==> config.mk <==
export PLATFORM = sky130hd
export DESIGN_NAME = fact_seq_engine
export DESIGN_NICKNAME = d
export VERILOG_FILES = /design/src/rtl/fact_seq_engine.sv
export SDC_FILE = /design/constraint.sdc
export NUM_CORES = 1
export LEC_CHECK = 0
export BUFFER_PORTS_ARGS = -buffer_cell sky130_fd_sc_hd__buf_2
export CORE_MARGIN = 2
export CORE_UTILIZATION = 25
export DETAILED_ROUTE_END_ITERATION = 8
export PLACE_DENSITY = 0.49
export SKIP_LAST_GASP = 1
export SLEW_MARGIN = 20
export SYNTH_ARGS = -nofsm -noshare
export SYNTH_HDL_FRONTEND = slang
export SYNTH_SLANG_ARGS = --single-unit
==> constraint.sdc <==
create_clock -name clk -period 4.96 [get_ports clk]
set_input_delay 0.992 -clock clk [delete_from_list [all_inputs] [get_ports clk]]
set_output_delay 0.992 -clock clk [all_outputs]
set_load 0.05 [all_outputs]
==> src/rtl/fact_seq_engine.sv <==
// Multi-cycle factorial engine: one RES_W x N_W multiply per clock, valid/ready in and out.
// Optional saturation on first overflowing step when FACT_SAT_EN is defined.
module fact_seq_engine #(
    parameter int unsigned N_W   = 8,
    parameter int unsigned RES_W = 64
) (
    input  logic             clk,
    input  logic             rst,
    input  logic             in_valid,
    output logic             in_ready,
    input  logic [N_W-1:0]   n,
    output logic             out_valid,
    input  logic             out_ready,
    output logic [RES_W-1:0] result,
    output logic             overflow,
    output logic             busy
);

    typedef enum logic [1:0] {StIdle, StCalc, StDone} state_e;

    state_e             state_q, state_d;
    logic [RES_W-1:0]   acc_q, acc_d;
    logic [N_W-1:0]     cnt_q, cnt_d;
    logic               ovf_q, ovf_d;
    logic [RES_W-1:0]   result_q, result_d;
    logic               overflow_q, overflow_d;
    logic               out_valid_q, out_valid_d;

    logic [RES_W+N_W-1:0] prod;
    logic                 step_ovf;

    // Full-width product so the bits above RES_W reveal overflow of this step.
    assign prod     = {{N_W{1'b0}}, acc_q} * {{RES_W{1'b0}}, cnt_q};
    assign step_ovf = |prod[RES_W+N_W-1:RES_W];

    always_comb begin
        state_d     = state_q;
        acc_d       = acc_q;
        cnt_d       = cnt_q;
        ovf_d       = ovf_q;
        result_d    = result_q;
        overflow_d  = overflow_q;
        out_valid_d = out_valid_q;
        unique case (state_q)
            StIdle: begin
                if (in_valid) begin
                    acc_d   = RES_W'(1);
                    cnt_d   = n;
                    ovf_d   = 1'b0;
                    state_d = StCalc;
                end
            end
            StCalc: begin
                if (cnt_q < N_W'(2)) begin
                    result_d    = acc_q;
                    overflow_d  = ovf_q;
                    out_valid_d = 1'b1;
                    state_d     = StDone;
                end else begin
`ifdef FACT_SAT_EN
                    if (step_ovf) begin
                        ovf_d       = 1'b1;
                        result_d    = '1;
                        overflow_d  = 1'b1;
                        out_valid_d = 1'b1;
                        state_d     = StDone;
                    end else begin
                        acc_d = prod[RES_W-1:0];
                        cnt_d = cnt_q - N_W'(1);
                    end
`else
                    acc_d = prod[RES_W-1:0];
                    ovf_d = ovf_q | step_ovf;
                    cnt_d = cnt_q - N_W'(1);
`endif
                end
            end
            StDone: begin
                if (out_ready) begin
                    out_valid_d = 1'b0;
                    state_d     = StIdle;
                end
            end
            default: state_d = StIdle;
        endcase
    end

    always_ff @(posedge clk) begin
        if (rst) begin
            state_q     <= StIdle;
            acc_q       <= RES_W'(1);
            cnt_q       <= '0;
            ovf_q       <= 1'b0;
            result_q    <= RES_W'(1);
            overflow_q  <= 1'b0;
            out_valid_q <= 1'b0;
        end else begin
            state_q     <= state_d;
            acc_q       <= acc_d;
            cnt_q       <= cnt_d;
            ovf_q       <= ovf_d;
            result_q    <= result_d;
            overflow_q  <= overflow_d;
            out_valid_q <= out_valid_d;
        end
    end

    assign in_ready  = (state_q == StIdle);
    assign busy      = (state_q != StIdle);
    assign out_valid = out_valid_q;
    assign result    = result_q;
    assign overflow  = overflow_q;

endmodule

# Yosys cells after proc, flatten, opt, wreduce, memory -nomap -nowiden
# Cells that the tools add are included.
[word_totals]
reg_bits = 141
output_inout_bits = 68
word_cells = 42
[classes]
eq_ne = 6
n_reduce_logical = 9
bitwise_logic = 1
mul = 1
magnitude_cmp = 1
mux = 16
addsub = 1
[op_table]
columns = ["operator", "count"]
rows = [
  ["two-way mux 64 bit", 2],
  ["case mux 64 bit (2 select lines)", 1],
  ["multiplier 64 x 8 -> 72 bit", 1],
  ["two-way mux 8 bit", 2],
  ["case mux 8 bit (2 select lines)", 1],
  ["AND reduction 3 bit", 3],
  ["less-than comparator 8 x 2 -> 1 bit (second input constant)", 1],
  ["!= test 2 bit (second input constant)", 4],
  ["OR reduction 8 bit", 1],
  ["subtractor 8 x 1 -> 8 bit (second input constant)", 1],
  ["two-way mux 2 bit", 3],
  ["case mux 2 bit (3 select lines)", 1],
  ["nonzero test 2 bit", 3],
  ["two-way mux 1 bit", 4],
  ["case mux 1 bit (2 select lines)", 2],
  ["equality test 2 x 1 -> 1 bit (second input constant)", 1],
  ["equality test 2 bit (second input constant)", 1],
  ["logical NOT 2 bit", 1],
  ["AND reduction 2 bit", 1],
  ["OR 1 bit", 1],
]

# Logic depth before layout (Yosys ltp)
[logic_depth]
word_depth = 5
mapped_depth = 24

# Worst setup path after synthesis
# OpenSTA, ideal clock, no wires.
[synth_path]
path_kind = "reg-to-reg"
start = "register cnt_q[4]"
end = "register acc_q[56]"
setup_slack_ns = -0.403
path_stages_with_launch = 23
t_arrival_ns = 5.247
setup_ns = 0.117
n_path_buf = 3
cell_sequence = "dfxtp_1 -> clkbuf_1 -> clkbuf_1 -> and2_1 -> fa_1 -> fa_1 -> fa_1 -> inv_1 -> fa_1 -> inv_1 -> ha_1 -> buf_2 -> a21oi_1 -> o21ai_1 -> nor4_2 -> o311ai_4 -> o211ai_4 -> o31ai_4 -> a41oi_4 -> o21bai_1 -> a21oi_2 -> xnor2_1 -> a22o_1"
[synth_between]
elab_chain_len = 3
[synth_rtl]
columns = ["item", "line", "rtl"]
rows = [
  ["from (decl)", "23", "logic [N_W-1:0] cnt_q, cnt_d;"],
  ["from (signal assigned)", "100", "cnt_q <= cnt_d;"],
  ["multiplier 64 x 8 -> 72 bit / less-than comparator 8 x 2 -> 1 bit (equally long branches)", "33, 54", ""],
  ["two-way mux 64 bit / != test 2 bit (equally long branches)", "-", ""],
  ["case mux 64 bit (2 select lines) / AND reduction 3 bit (equally long branches)", "-", ""],
  ["to (signal assigned)", "91", "acc_q <= RES_W'(1);"],
  ["to (signal assigned)", "99", "acc_q <= acc_d;"],
  ["to (decl)", "22", "logic [RES_W-1:0] acc_q, acc_d;"],
]
# Parallel ways exist; a longest one is shown, timed or not. The select of a mux whose other input is x is not followed.
# A chain may end at the register's enable or synchronous reset.

# Final worst setup path
[layout_path]
start = "register cnt_q[5]"
end = "register ovf_q"
[layout_between]
elab_chain_len = 5
[layout_rtl]
columns = ["item", "line", "rtl"]
rows = [
  ["multiplier 64 x 8 -> 72 bit", "33", "assign prod = {{N_W{1'b0}}, acc_q} * {{RES_W{1'b0}}, cnt_q};"],
  ["OR reduction 8 bit", "34", "assign step_ovf = |prod[RES_W+N_W-1:RES_W];"],
  ["OR 1 bit", "73", "ovf_d = ovf_q | step_ovf;"],
  ["two-way mux 1 bit", "54", "if (cnt_q < N_W'(2)) begin"],
  ["case mux 1 bit (2 select lines)", "44", "unique case (state_q)"],
  ["to (signal assigned)", "101", "ovf_q <= ovf_d;"],
  ["to (decl)", "24", "logic ovf_q, ovf_d;"],
]
# Parallel ways exist; a longest one is shown, timed or not. The select of a mux whose other input is x is not followed.

==> flow_summary_export.csv <==
group,metric,value,unit
power,irDropWorstVdd,0.249,mV
global_routing,grt_pass1_wl,110000,um
critical_path,worstSetupStartpointType,"flip-flop",
critical_path,crit_type,"reg -> reg",
power,power.density,129,nW/um^2
layout,design_area,28300,sq um
power,leakagePower,0.0137,uW
routing,drt-initial-drc-count,904,
routing,wl_per_cell,16.8,um
sta,drv_slew,0,
floorplanning,die-area,87500,sq um
clock_network,ctsLongestPathBuffers,2,
global_routing,antenna_found_initial,4,
clock_network,clock_sinks,141,
synth,yosysWarnings,0,
floorplanning,fp.coreArea,84700,sq um
floorplanning,start_util,25.1,%
sta,finalHoldViolCount,0,
synth,synthArstFlopShare,0,%
floorplanning,die_y,296,um
synth,synth_edf_count,0,
critical_path,cp_data_required_time,5.33,ns
placement,hpwl,54700,um
layout,ff_latch_area,2850,sq um
sta,slew_headroom,29.8,%
sta,final.setup_skew,0.0306,ns
power,power_frac_clock,41.0,%
power,combPwrFrac,26.1,%
clock_network,htreeDepth,4,
global_routing,grt_pass1_vias,19400,
clock_network,cts_tree,"built",
floorplanning,pin_count,80,
routing,vias_per_cell,4.52,
outcome,status,"complete, but fails checks",
power,pwr-share-seq,32.9,%
sta,fin_crit,5.42,ns
layout,syn2layout_area_growth,32.7,%
synth,synth_nets,2976,
clock_network,cts-root-buf,"clkbuf_16",
sta,setup_viol,33,
power,power.switching,1310,uW
synth,yosys.area.top_type,"fa_1",
layout,drive_above_1_share,27.6,%
placement,place_area,26100,sq um
outcome,violations,"negative setup slack",
sta,rsz0062_at_grt,"true",
routing,ant_nets,0,
sta,fin_crit_sh,109,%
layout,n_fill_cell,8875,
synth,ys_ff_latch,141,
synth,seq_area_frac_synth,13.3,%
clock_network,worstSkewPairLatency,0.49,ns
synth,synth.avg_cell_area,8.52,sq um
synth,yosys-top-cells-area,"fa_1, dfxtp_1, and2_1",
run,maxCapViolations,0,
power,internal-power,2330,uW
layout,fin_nets,3365,
floorplanning,fp-row-count,107,
critical_path,crit_arrival,5.79,ns
routing,vias,18300,
placement,numPortBuffers,79,
sta,fmax,0.185,GHz
clock_network,clk_pin_slew,0.09,ns
sta,max_slew.worst_pin.slew,1.05,ns
sta,worst_hold_slack,0.449,ns
sta,setup_slack,-0.459,ns
synth,netlist_instances,2499,
synth,ys.flop_type,"dfxtp_1",
synth,syn-cell-area,21300,sq um
global_routing,grtUsageTotal,16.1,%
layout,multi_input_area,18000,sq um
routing,finalWirelength,68200,um
global_routing,grt_overflow_total,0,
critical_path,crit_path_end_kind,"flip-flop",
synth,synth_top_area_share,35.0,%
critical_path,crit_fanout,10,
routing,first_pass_iters,5,
clock_network,cts_buffers,17,
power,swShare,36.1,%
floorplanning,fp.dieW,296,um
synth,synthDistinctLibCells,75,
placement,gp_congestion,0.851,
routing,drc_errors,0,
hold_path,hp-class,"reg -> reg",
global_routing,grt_max_degree,66,
## final timing paths
path / to / slack [ns] / start / depth (start not counted)
worst max-delay path: ovf_q / -0.46 / cnt_q[5] / 21
worst min-delay path: result[16] / 0.45 / result[16] / 2
worst max register to register: ovf_q / -0.46 / cnt_q[5] / 21
worst min register to register: result[16] / 0.45 / result[16] / 2
## flip-flops by register name (all words and copies together), names as in the netlist
register / cells
result: 64
cnt_q: 8
ovf_q: 1
state_q: 2
overflow: 1
acc_q: 64
out_valid: 1
## power by group through the flow
stage	Combinational [uW]	Clock, uW	Sequential [uW]
floorplan	470	0	1210
global placement	895	0	1220
detailed placement	891	0	1220
CTS	914	1530	1200
global route	1020	1550	1200
finish	952	1490	1200
## logic make-up after synthesis
family | after synthesis | synth area share [%]
and+or+nand+nor | 1000 | 24.3
adders and majority gates | 465 | 40.4
buffers and inverters | 438 | 7.86
AOI/OAI and AO/OA | 391 | 11.5
DFF | 141 | 13.3
xor gates and xnor gates | 63 | 2.59
muxes | 1 | 0.0470
## per-layer routing
layer	track usage [%]	part of all wire [%]
met1	21.4	46
met2	28.1	50
met3	1.89	3.3
met4	3.24	1.5
met5	0	0
## Yosys cell counts, drive strengths merged (2+ instances only)
cell type and n:
a211oi 10, a21boi 3, a21o 32, a21oi 200, a221o 3, a221oi 2, a22o 14, a311oi 4
a31o 2, a31oi 14, a41oi 6, and2 431, and3 12, and4 3, buf 18, clkbuf 151
dfxtp 141, fa 372, ha 93, inv 269, nand2 352, nand2b 10, nand3 73, nand3b 3
nand4 13, nor2 62, nor2b 6, nor3 11, nor3b 3, nor4 7, o211ai 5, o21a 5
o21ai 60, o21bai 6, o221ai 3, o22ai 2, o311ai 3, o31a 2, o31ai 6, or2 4
or3 7, xnor2 33, xor2 30
## cell type report
type	instances	area share, %
antenna	2	0.0177
clock buffer	20	1.58
clock inverter	12	0.651
inverter	269	3.57
multi-input combinational	1920	63.9
sequential	141	10.1
tap	1144	5.07
timing repair buffer	539	15.2
## metrics by stage
step	total power, uW	setup TNS, ns	setup slack, ns	instances	utilization, %
finish	3640	-8.60	-0.459	4047	33.3
global route	3780	-15.03	-0.620	4047	33.3
CTS	3640	-7.71	-0.462	4028	32.5
detailed placement	2110	-19.93	-1.20	3982	30.8
global placement	2120	-20.00	-1.21	3982	30.8
floorplan	1680	-0.184	-0.123	2499	-
## timing repair
item,4_1_cts,5_1_grt
cloned,0,2
resized for setup,154,114
setup endpoints to repair,41,43
pin swaps,81,52
buffers inserted,14,17
hold buffers,0,0
## cells in the final DEF, fill, tap and decap left out, types with 30 or more instances in the layout
cell and count:
o21ai_0 36, xnor2_1 30, nand3_1 70, buf_4 403, inv_1 260, nand2_1 343, fa_1 362, and2_1 408
ha_1 65, a21oi_1 155, dfxtp_1 128, a21oi_2 33, buf_6 33, a21o_1 31, buf_2 78, nor2_1 57
## worst max-delay path, cell delays in order (launching register included)
cell and delay, ns:
dfxtp_4 0.36, buf_12 0.14, buf_12 0.14, and2_1 0.17, fa_1 0.61, fa_2 0.46
fa_1 0.49, inv_1 0.05, fa_1 0.47, inv_1 0.06, ha_4 0.30, nand4_1 0.21
o311ai_4 0.35, o211ai_4 0.19, o31ai_4 0.32, buf_4 0.18, buf_6 0.10, and3_1 0.15
nor3_2 0.04, xnor2_1 0.13, nor4_2 0.26, a41oi_1 0.13
Power figures use the tool's default switching activity.
